<file path="src/rtl/lsu_initiator.sv">
// Initiator side of the CPU data-memory interface: accepts one load/store request,
// sequences SETUP -> STROBE -> HOLD on the shared addr/data bus and returns a sized response.
module lsu_initiator #(
    parameter int unsigned STROBE_CYCLES = 1,
    parameter int unsigned MEM_BYTES     = 8192
) (
    input  logic        clk,
    input  logic        rst,
    input  logic        req_valid,
    output logic        req_ready,
    input  logic        req_store,
    input  logic [2:0]  req_funct3,
    input  logic [31:0] req_addr,
    input  logic [31:0] req_wdata,
    output logic        rsp_valid,
    output logic [31:0] rsp_data,
    output logic [1:0]  rsp_err,
    output logic [31:0] mem_addr,
    output logic        mem_addr_en,
    output logic [31:0] mem_wdata,
    output logic        mem_wdata_en,
    input  logic [31:0] mem_rdata,
    output logic        mem_read,
    output logic        mem_write,
    output logic [3:0]  mem_size
);

    typedef enum logic [2:0] {IDLE, SETUP, STROBE, HOLD, RESP} state_t;

    state_t      state, state_nx;
    logic [3:0]  cnt;
    logic        st_q, st_nx;
    logic [31:0] rdata_q;
    logic        accept;

    logic [3:0]  dec_size;
    logic [2:0]  dec_nbytes;
    logic        dec_legal, dec_misaligned, dec_range;
    logic [1:0]  dec_err;

    logic        req_ready_d, rsp_valid_d, mem_addr_en_d, mem_wdata_en_d, mem_read_d, mem_write_d;
    logic [31:0] rsp_data_d, mem_addr_d, mem_wdata_d;
    logic [1:0]  rsp_err_d;
    logic [3:0]  mem_size_d;
    logic        drive_nx;

    assign accept = req_valid && req_ready;

    // funct3 decode and error classification; 33-bit sum so the range check cannot wrap
    always_comb begin
        dec_size   = '0;
        dec_nbytes = 3'd4;
        dec_legal  = 1'b1;
        case (req_funct3)
            3'b000:  begin dec_size = 4'b1000; dec_nbytes = 3'd1; end
            3'b001:  begin dec_size = 4'b0010; dec_nbytes = 3'd2; end
            3'b010:  begin dec_size = 4'b0000; dec_nbytes = 3'd4; end
            3'b100:  begin dec_size = 4'b0100; dec_nbytes = 3'd1; dec_legal = !req_store; end
            3'b101:  begin dec_size = 4'b0001; dec_nbytes = 3'd2; dec_legal = !req_store; end
            default: dec_legal = 1'b0;
        endcase
        dec_misaligned = ((dec_nbytes == 3'd2) && req_addr[0]) ||
                         ((dec_nbytes == 3'd4) && (req_addr[1:0] != 2'b00));
        dec_range = ({1'b0, req_addr} + 33'(dec_nbytes)) > 33'(MEM_BYTES);
        if (!dec_legal)          dec_err = 2'b11;
        else if (dec_misaligned) dec_err = 2'b01;
        else if (dec_range)      dec_err = 2'b10;
        else                     dec_err = 2'b00;
    end

    always_ff @(posedge clk or posedge rst) begin
        if (rst) state <= IDLE;
        else     state <= state_nx;
    end

    always_comb begin
        state_nx = state;
        case (state)
            IDLE:    if (accept) state_nx = (dec_err == 2'b00) ? SETUP : RESP;
            SETUP:   state_nx = STROBE;
            STROBE:  if (cnt == 4'd0) state_nx = HOLD;
            HOLD:    state_nx = RESP;
            RESP:    state_nx = IDLE;
            default: state_nx = IDLE;
        endcase
    end

    // Outputs are computed from the next state and registered, so each one is
    // valid for exactly the cycle its state is occupied.
    always_comb begin
        st_nx          = accept ? req_store : st_q;
        drive_nx       = (state_nx == SETUP) || (state_nx == STROBE) || (state_nx == HOLD);
        req_ready_d    = (state_nx == IDLE);
        rsp_valid_d    = (state_nx == RESP);
        mem_addr_en_d  = drive_nx;
        mem_wdata_en_d = drive_nx && st_nx;
        mem_read_d     = (state_nx == STROBE) && !st_nx;
        mem_write_d    = (state_nx == STROBE) && st_nx;
        mem_addr_d     = mem_addr;
        mem_wdata_d    = mem_wdata;
        mem_size_d     = mem_size;
        rsp_data_d     = rsp_data;
        rsp_err_d      = rsp_err;
        if (accept) begin
            mem_size_d = dec_size;
            if (dec_err == 2'b00) begin
                mem_addr_d  = req_addr;
                mem_wdata_d = req_wdata;
            end
        end
        if (state_nx == RESP) begin
            rsp_err_d  = accept ? dec_err : 2'b00;
            rsp_data_d = (accept || st_q) ? '0 : rdata_q;
        end
    end

    always_ff @(posedge clk or posedge rst) begin
        if (rst) begin
            cnt     <= '0;
            st_q    <= 1'b0;
            rdata_q <= '0;
        end else begin
            st_q <= st_nx;
            if (state == SETUP)
                cnt <= 4'(STROBE_CYCLES - 1);
            else if (state == STROBE && cnt != 4'd0)
                cnt <= cnt - 4'd1;
            if (state == STROBE && cnt == 4'd0 && !st_q)
                rdata_q <= mem_rdata;
        end
    end

    always_ff @(posedge clk or posedge rst) begin
        if (rst) begin
            req_ready    <= 1'b0;
            rsp_valid    <= 1'b0;
            rsp_data     <= '0;
            rsp_err      <= '0;
            mem_addr     <= '0;
            mem_addr_en  <= 1'b0;
            mem_wdata    <= '0;
            mem_wdata_en <= 1'b0;
            mem_read     <= 1'b0;
            mem_write    <= 1'b0;
            mem_size     <= '0;
        end else begin
            req_ready    <= req_ready_d;
            rsp_valid    <= rsp_valid_d;
            rsp_data     <= rsp_data_d;
            rsp_err      <= rsp_err_d;
            mem_addr     <= mem_addr_d;
            mem_addr_en  <= mem_addr_en_d;
            mem_wdata    <= mem_wdata_d;
            mem_wdata_en <= mem_wdata_en_d;
            mem_read     <= mem_read_d;
            mem_write    <= mem_write_d;
            mem_size     <= mem_size_d;
        end
    end

endmodule

</file>
<file path="config.mk">
export PLATFORM = sky130hd
export DESIGN_NAME = lsu_initiator
export DESIGN_NICKNAME = d
export VERILOG_FILES = /design/src/rtl/lsu_initiator.sv
export SDC_FILE = /design/constraint.sdc
export NUM_CORES = 1
export LEC_CHECK = 0
export CAP_MARGIN = 10
export CORE_ASPECT_RATIO = 0.9
export CORE_MARGIN = 5
export CORE_UTILIZATION = 47
export CTS_CLUSTER_DIAMETER = 40
export CTS_CLUSTER_SIZE = 16
export DETAILED_ROUTE_END_ITERATION = 6
export MAX_ROUTING_LAYER = met4
export PLACE_DENSITY = 0.87
export SETUP_SLACK_MARGIN = 0.05
export SYNTH_ARGS = -nofsm -noshare
export SYNTH_HDL_FRONTEND = slang
export SYNTH_SLANG_ARGS = --single-unit
</file>
<file path="constraint.sdc">
create_clock -name clk -period 5.32 [get_ports clk]
set_clock_uncertainty 0.05 [all_clocks]
set_input_delay 0.798 -clock clk [delete_from_list [all_inputs] [get_ports clk]]
set_output_delay 0.798 -clock clk [all_outputs]
set_load 0.01 [all_outputs]
</file>
Yosys cells after proc, flatten, opt, wreduce, memory -nomap -nowiden
Cells that the tools add are included.
{ "totals": {"reg_bits": 148} }
{ "op_classes": {"n_addsub": 2, "magnitude_cmp": 1, "n_eq_ne": 13, "mux": 15, "reduce_logical": 29} }
{ "op_table": {"columns": ["cell", "count"], "rows": [
  ["adder 32 x 3 -> 33 bit", 1],
  ["greater-than comparator 33 x 14 -> 1 bit, second input constant", 1],
  ["two-way mux 32 bit", 1],
  ["equality test 3 x 2 -> 1 bit, second input constant", 6],
  ["case mux 4 bit (4 select lines)", 1],
  ["equality test 3 bit, second input constant", 4],
  ["case mux 3 bit (4 select lines)", 1],
  ["equality test 3 x 1 -> 1 bit, second input constant", 3],
  ["logical AND 1 bit", 9],
  ["zero test 3 bit", 3],
  ["two-way mux 3 bit", 3],
  ["two-way mux 2 bit", 4],
  ["two-way mux 4 bit", 2],
  ["case mux 3 bit (2 select lines)", 1],
  ["OR reduction 2 bit", 3],
  ["zero test 4 bit", 1],
  ["logical OR 1 bit", 4],
  ["nonzero test 2 bit", 2],
  ["nonzero test 4 bit", 1],
  ["subtractor 4 x 1 -> 4 bit, second input constant", 1],
  ["zero test 1 bit", 3],
  ["OR reduction 3 bit", 1],
  ["zero test 2 bit", 1],
  ["case mux 1 bit (2 select lines)", 1],
  ["other kinds (2)", 2]
]} }

Depth between registers and ports, before layout
{ "depth": {"depth_word": 16, "depth_mapped": 15, "depth_no_buf": 12} }

Worst setup path before layout
OpenSTA, ideal clock, no wires.
{ "synth_timing": {"path_kind": "in2reg", "from": "in req_funct3[0]", "to": "reg mem_wdata[10]", "setup_ns": 0.125, "arrival_time_ns": 3.536, "required_ns": 5.145, "path_slack_ns": 1.609, "path_stages": 13, "cell_sequence": "nor2b_1 > fa_1 > a21oi_1 > or4_1 > buf_2 > nor3_2 > mux2_1 > a41oi_1 > nor4_2 > nand3_1 > buf_6 > buf_6 > mux2_4"} }
{ "synth_between": {"elab_chain_cells": 10, "word_cells_on_any_way": 23, "classes_between": "add/sub: 1; order compare: 1; eq/ne: 6; mux: 5; reduce/logical: 10"} }
{ "synth_lines": {"columns": ["element", "line_no", "rtl"], "rows": [
  ["start, declared", "12", "input logic [2:0] req_funct3,"],
  ["equality test 3 bit, or another cell as far along", "54", "case (req_funct3)"],
  ["OR reduction 2 bit (no source line)", null, null],
  ["case mux 3 bit (2 select lines)", "54", null],
  ["adder 32 x 3 -> 33 bit, or another cell as far along", "64", "dec_range = ({1'b0, req_addr} + 33'(dec_nbytes)) > 33'(MEM_BYTES);"],
  ["greater-than comparator 33 x 14 -> 1 bit, or another cell as far along", "64", null],
  ["two-way mux 2 bit or logical OR 1 bit (tied branches)", "67, 62", null],
  ["two-way mux 2 bit", "66", "else if (dec_misaligned) dec_err = 2'b01;"],
  ["two-way mux 2 bit *", "65", "if (!dec_legal) dec_err = 2'b11;"],
  ["zero test 2 bit *", "106", "if (dec_err == 2'b00) begin"],
  ["AND reduction 2 bit (no source line) *", null, null],
  ["end signal, assigned", "153", "mem_wdata <= mem_wdata_d;"],
  ["end, declared", "20", "output logic [31:0] mem_wdata,"]
]} }
Mark *: on every way between the ends. The rest lies on a longest branch, timed or not.
A chain may end at the register's enable or synchronous reset.

Worst setup path in the final report
{ "layout_timing": {"from": "in req_funct3[0]", "to": "reg rsp_data[20]"} }
{ "layout_between": {"elab_chain_cells": 13, "word_cells_on_any_way": 26, "classes_between": "add/sub: 1; order compare: 1; eq/ne: 7; mux: 8; reduce/logical: 9"} }
{ "layout_lines": {"columns": ["element", "line_no", "rtl"], "rows": [
  ["equality test 3 bit, or another cell as far along", "54", null],
  ["OR reduction 2 bit (no source line)", null, null],
  ["case mux 3 bit (2 select lines)", "54", null],
  ["adder 32 x 3 -> 33 bit, or another cell as far along", "64", null],
  ["greater-than comparator 33 x 14 -> 1 bit, or another cell as far along", "64", null],
  ["two-way mux 2 bit or logical OR 1 bit (tied branches)", "67, 62", null],
  ["two-way mux 2 bit", "66", null],
  ["two-way mux 2 bit *", "65", null],
  ["zero test 2 bit *", "79", "IDLE: if (accept) state_nx = (dec_err == 2'b00) ? SETUP : RESP;"],
  ["two-way mux 3 bit * (2 in series)", "79", null],
  ["case mux 3 bit (4 select lines) *", "78", "case (state)"],
  ["equality test 3 bit *", "111", "if (state_nx == RESP) begin"],
  ["end signal, assigned", "149", "rsp_data <= rsp_data_d;"],
  ["end, declared", "16", "output logic [31:0] rsp_data,"]
]} }
Marked as above.

==> results by group <==
Yosys
  – Synthesized area per cell: 12.3 um^2
  – Synth warnings: 0
  – Top FF cell, synth: dfrtp_1
  – Syn nets: 649
  – Synth cell types: 53
  – Sequential area share after synthesis: 55.8%
  – FF+latch count, synth: 148
  – Cell Area, Synth: 6640 um^2
  – Ys async rst share: 100%
  – Post-synth EDFFs: 0
  – Synthesized instance count: 541

Placed design
  – Dpl hpwl: 12400 um
  – Placed Cells: 929
  – Post-place instance area: 8950 um^2
  – RePlAce Congestion: 0.846
  – Port bufs: 210

Pwr
  – Leak: 4.27 nW
  – Worst VDD drop: 233 uV
  – Total power: 0.00283 W
  – Pwr dens: 297 nW/um^2

Routing
  – Vias post-DR: 4863
  – Initial drt markers: 267
  – Post-Route WL: 17000 um
  – WL/cell: 17.7 um
  – Via-to-Cell Ratio: 5.06
  – Number of iterations in the first detailed-routing pass: 4
  – DRT antenna net count: 0
  – DRC: 0

GRT
  – All-Layer GR Usage: 21.3%
  – Vias in the first global route: 5257
  – Largest net degree at the start of global routing: 118
  – First-pass GRT wire length: 26900 um
  – Overflow after GRT: 0
  – Initial antenna violation count: 0

Clocking
  – Reg clk slew, reported paths: 0.06 ns
  – Hold_buf cts: 0
  – Root buf cell: clkbuf_16
  – CTS Buf Count: 17
  – Post-CTS Setup Bufs: 0
  – Sink Count: 148
  – Cts repair resizes: 0
  – Clock Path Buffers: 2
  – Clock latency at the later pin of the worst-skew pair: 0.41 ns
  – CTS tree: yes
  – Number of H-tree levels: 4

Final layout
  – Most common cell after layout, fill and taps aside: clkdlybuf4s50_1
  – Finished Cell Area: 9520 um^2
  – Non-Filler Instances: 961
  – Share of layout cells above drive strength 1: 15.9%
  – Antenna Diode Count: 0
  – Commonest cells after routing, fill and taps aside: clkdlybuf4s50_1, dfrtp_1, nand2_1
  – Area growth, synth to finish: 43.2%
  – Fillcell total: 1009
  – Nets@finish: 863

Flow run
  – Number of max-cap violations: 0

Timing
  – F_max: 215 MHz
  – Max Slew Vio Count: 0
  – RSZ-0062 raised after global routing: false
  – Final setup vio count: 0
  – Period utilization: 87.3%
  – Slew @ Worst Pin: 1.01 ns
  – Count of final hold-check violations: 0
  – Slew margin rel.: 32.5%
  – Tmin final: 4.64 ns
  – Setup TNS: 0 ns

Floorplanning
  – Die X: 135 um
  – Starting Density: 47.6%
  – # IOs: 211
  – Die height: 123 um
  – Core area: 14000 um^2
  – Total die area: 16600 um^2
  – Num rows: 41

Worst setup path
  – Worst endpoint required time: 5.59 ns
  – Reg2Reg Capture Point: rsp_data[20]$_DFFE_PP0P_
  – Type of origin of the critical path: primary input
  – FF-to-FF path depth: 5
  – Worst reg2reg setup slack: 2.87 ns
  – Crit-path max FO: 22
  – Critical path endpoint category: flip-flop
  – Crit Reg-Reg Startpoint: req_ready$_DFF_PP0_
  – Critical path class: primary input to flip-flop
  – WP data arrival: 4.91 ns

Status
  – Outcome: complete, no violations

Hold path
  – Hold Startpoint: mem_addr[29]$_DFFE_PP0P_
  – Endpoint of the worst hold path: mem_addr[29]$_DFFE_PP0P_
  – Count of cells along the worst hold path: 1
  – Worst Hold Class: flip-flop to flip-flop
-- cells in the mapped netlist, drive strengths merged (3+ instances only) --
| library cell | count | area (um^2) |
|---|---|---|
| nand4 | 4 | 40.0 |
| nor4 | 5 | 37.5 |
| ha | 4 | 50.1 |
| mux2i | 35 | 350 |
| nand3 | 9 | 45.0 |
| buf | 13 | 108 |
| nor3 | 7 | 40.0 |
| clkbuf | 9 | 33.8 |
| inv | 40 | 150 |
| and2 | 22 | 138 |
| nand2 | 56 | 210 |
| and4 | 3 | 26.3 |
| o211ai | 3 | 22.5 |
| xnor2 | 7 | 61.3 |
| nor2 | 24 | 97.6 |
| a21o | 4 | 30.0 |
| dfrtp | 148 | 3700 |
| o2111ai | 3 | 26.3 |
| mux2 | 80 | 1010 |
| a21oi | 15 | 75.1 |
| nor3b | 4 | 30.0 |
| o21ai | 10 | 50.1 |
| a41oi | 3 | 26.3 |
| xor2 | 4 | 35.0 |
-- registers in the layout, summed over array words and instances (netlist names), 2 cells and up --
name / cells
mem_wdata: 32
state: 3
rsp_data: 32
rdata_q: 32
mem_addr: 32
rsp_err: 2
cnt: 4
mem_size: 4
-- critical path, cell delays in order --
cell             delay, ns
clkdlybuf4s50_1       0.54
nor2b_1               0.30
fa_1                  0.30
a21oi_1               0.18
or4_1                 0.61
nor3_2                0.25
mux2_1                0.34
a41oi_1               0.24
nor4_2                0.12
nand2_1               0.15
o2bb2ai_4             0.39
buf_4                 0.40
mux2i_1               0.28
-- layout make-up --
| class | instances | area, um^2 | share of cell area (%) |
|---|---|---|---|
| Inverter | 40 | 155 | 1.63 |
| Clock buffer | 25 | 495 | 5.21 |
| Timing Repair Buffer | 217 | 2170 | 22.8 |
| Tap cell | 193 | 241 | 2.54 |
| Multi-Input combinational cell | 331 | 2680 | 28.2 |
| Clock inverter | 7 | 71.3 | 0.750 |
| Sequential cell | 148 | 3700 | 38.9 |
-- through the flow --
| step | hold slack (ns) | setup slack (ns) | utilization, % |
|---|---|---|---|
| after CTS | 0.437 | 0.662 | 68.2 |
| after floorplan | 0.429 | 0.492 | - |
| final | 0.437 | 0.678 | 68.2 |
| after global routing | 0.448 | 0.368 | 68.2 |
| after detailed placement | 0.420 | 0.275 | 64.1 |
| after global placement | 0.419 | 0.511 | 64.1 |
-- worst max-delay path by stage --
stage	start	to	slack (ns)	cells past startpoint
finish	req_funct3[0]	rsp_data[20]$_DFFE_PP0P_	0.68	13
global route	req_funct3[0]	rsp_data[20]$_DFFE_PP0P_	0.37	13
CTS	req_funct3[0]	rsp_data[20]$_DFFE_PP0P_	0.66	13
detailed placement	req_funct3[0]	rsp_data[14]$_DFFE_PP0P_	0.28	13
global placement	req_funct3[1]	rsp_data[21]$_DFFE_PP0P_	0.51	14
floorplan	rst	cnt[0]$_DFFE_PP0P_	0.49	1
-- layer usage --
metal  GRT usage [%]  wire length [um]  vias up
met5               -                 0        -
met4            6.86               354        0
met3            5.66              1140       26
met2            34.2              8170      170
met1            26.7              7300     2381
li1                -                 -     2286
-- cells by family after synthesis --
| logic type | count (synthesis) | synth area share [%] |
|---|---|---|
| xor gates and xnor gates | 11 | 1.45 |
| muxes | 115 | 20.5 |
| DFF | 148 | 55.8 |
| buffers and inverters | 62 | 4.39 |
| adders and majority gates | 5 | 1.05 |
| and+or+nand+nor | 149 | 11.7 |
| AOI/OAI and AO/OA | 51 | 5.14 |
-- report_power, final --
group          internal (W)  switching [W]
sequential          0.00120      0.0000478
combinational      0.000237       0.000198
clock              0.000694       0.000449
(Power assumes the default switching activity.)
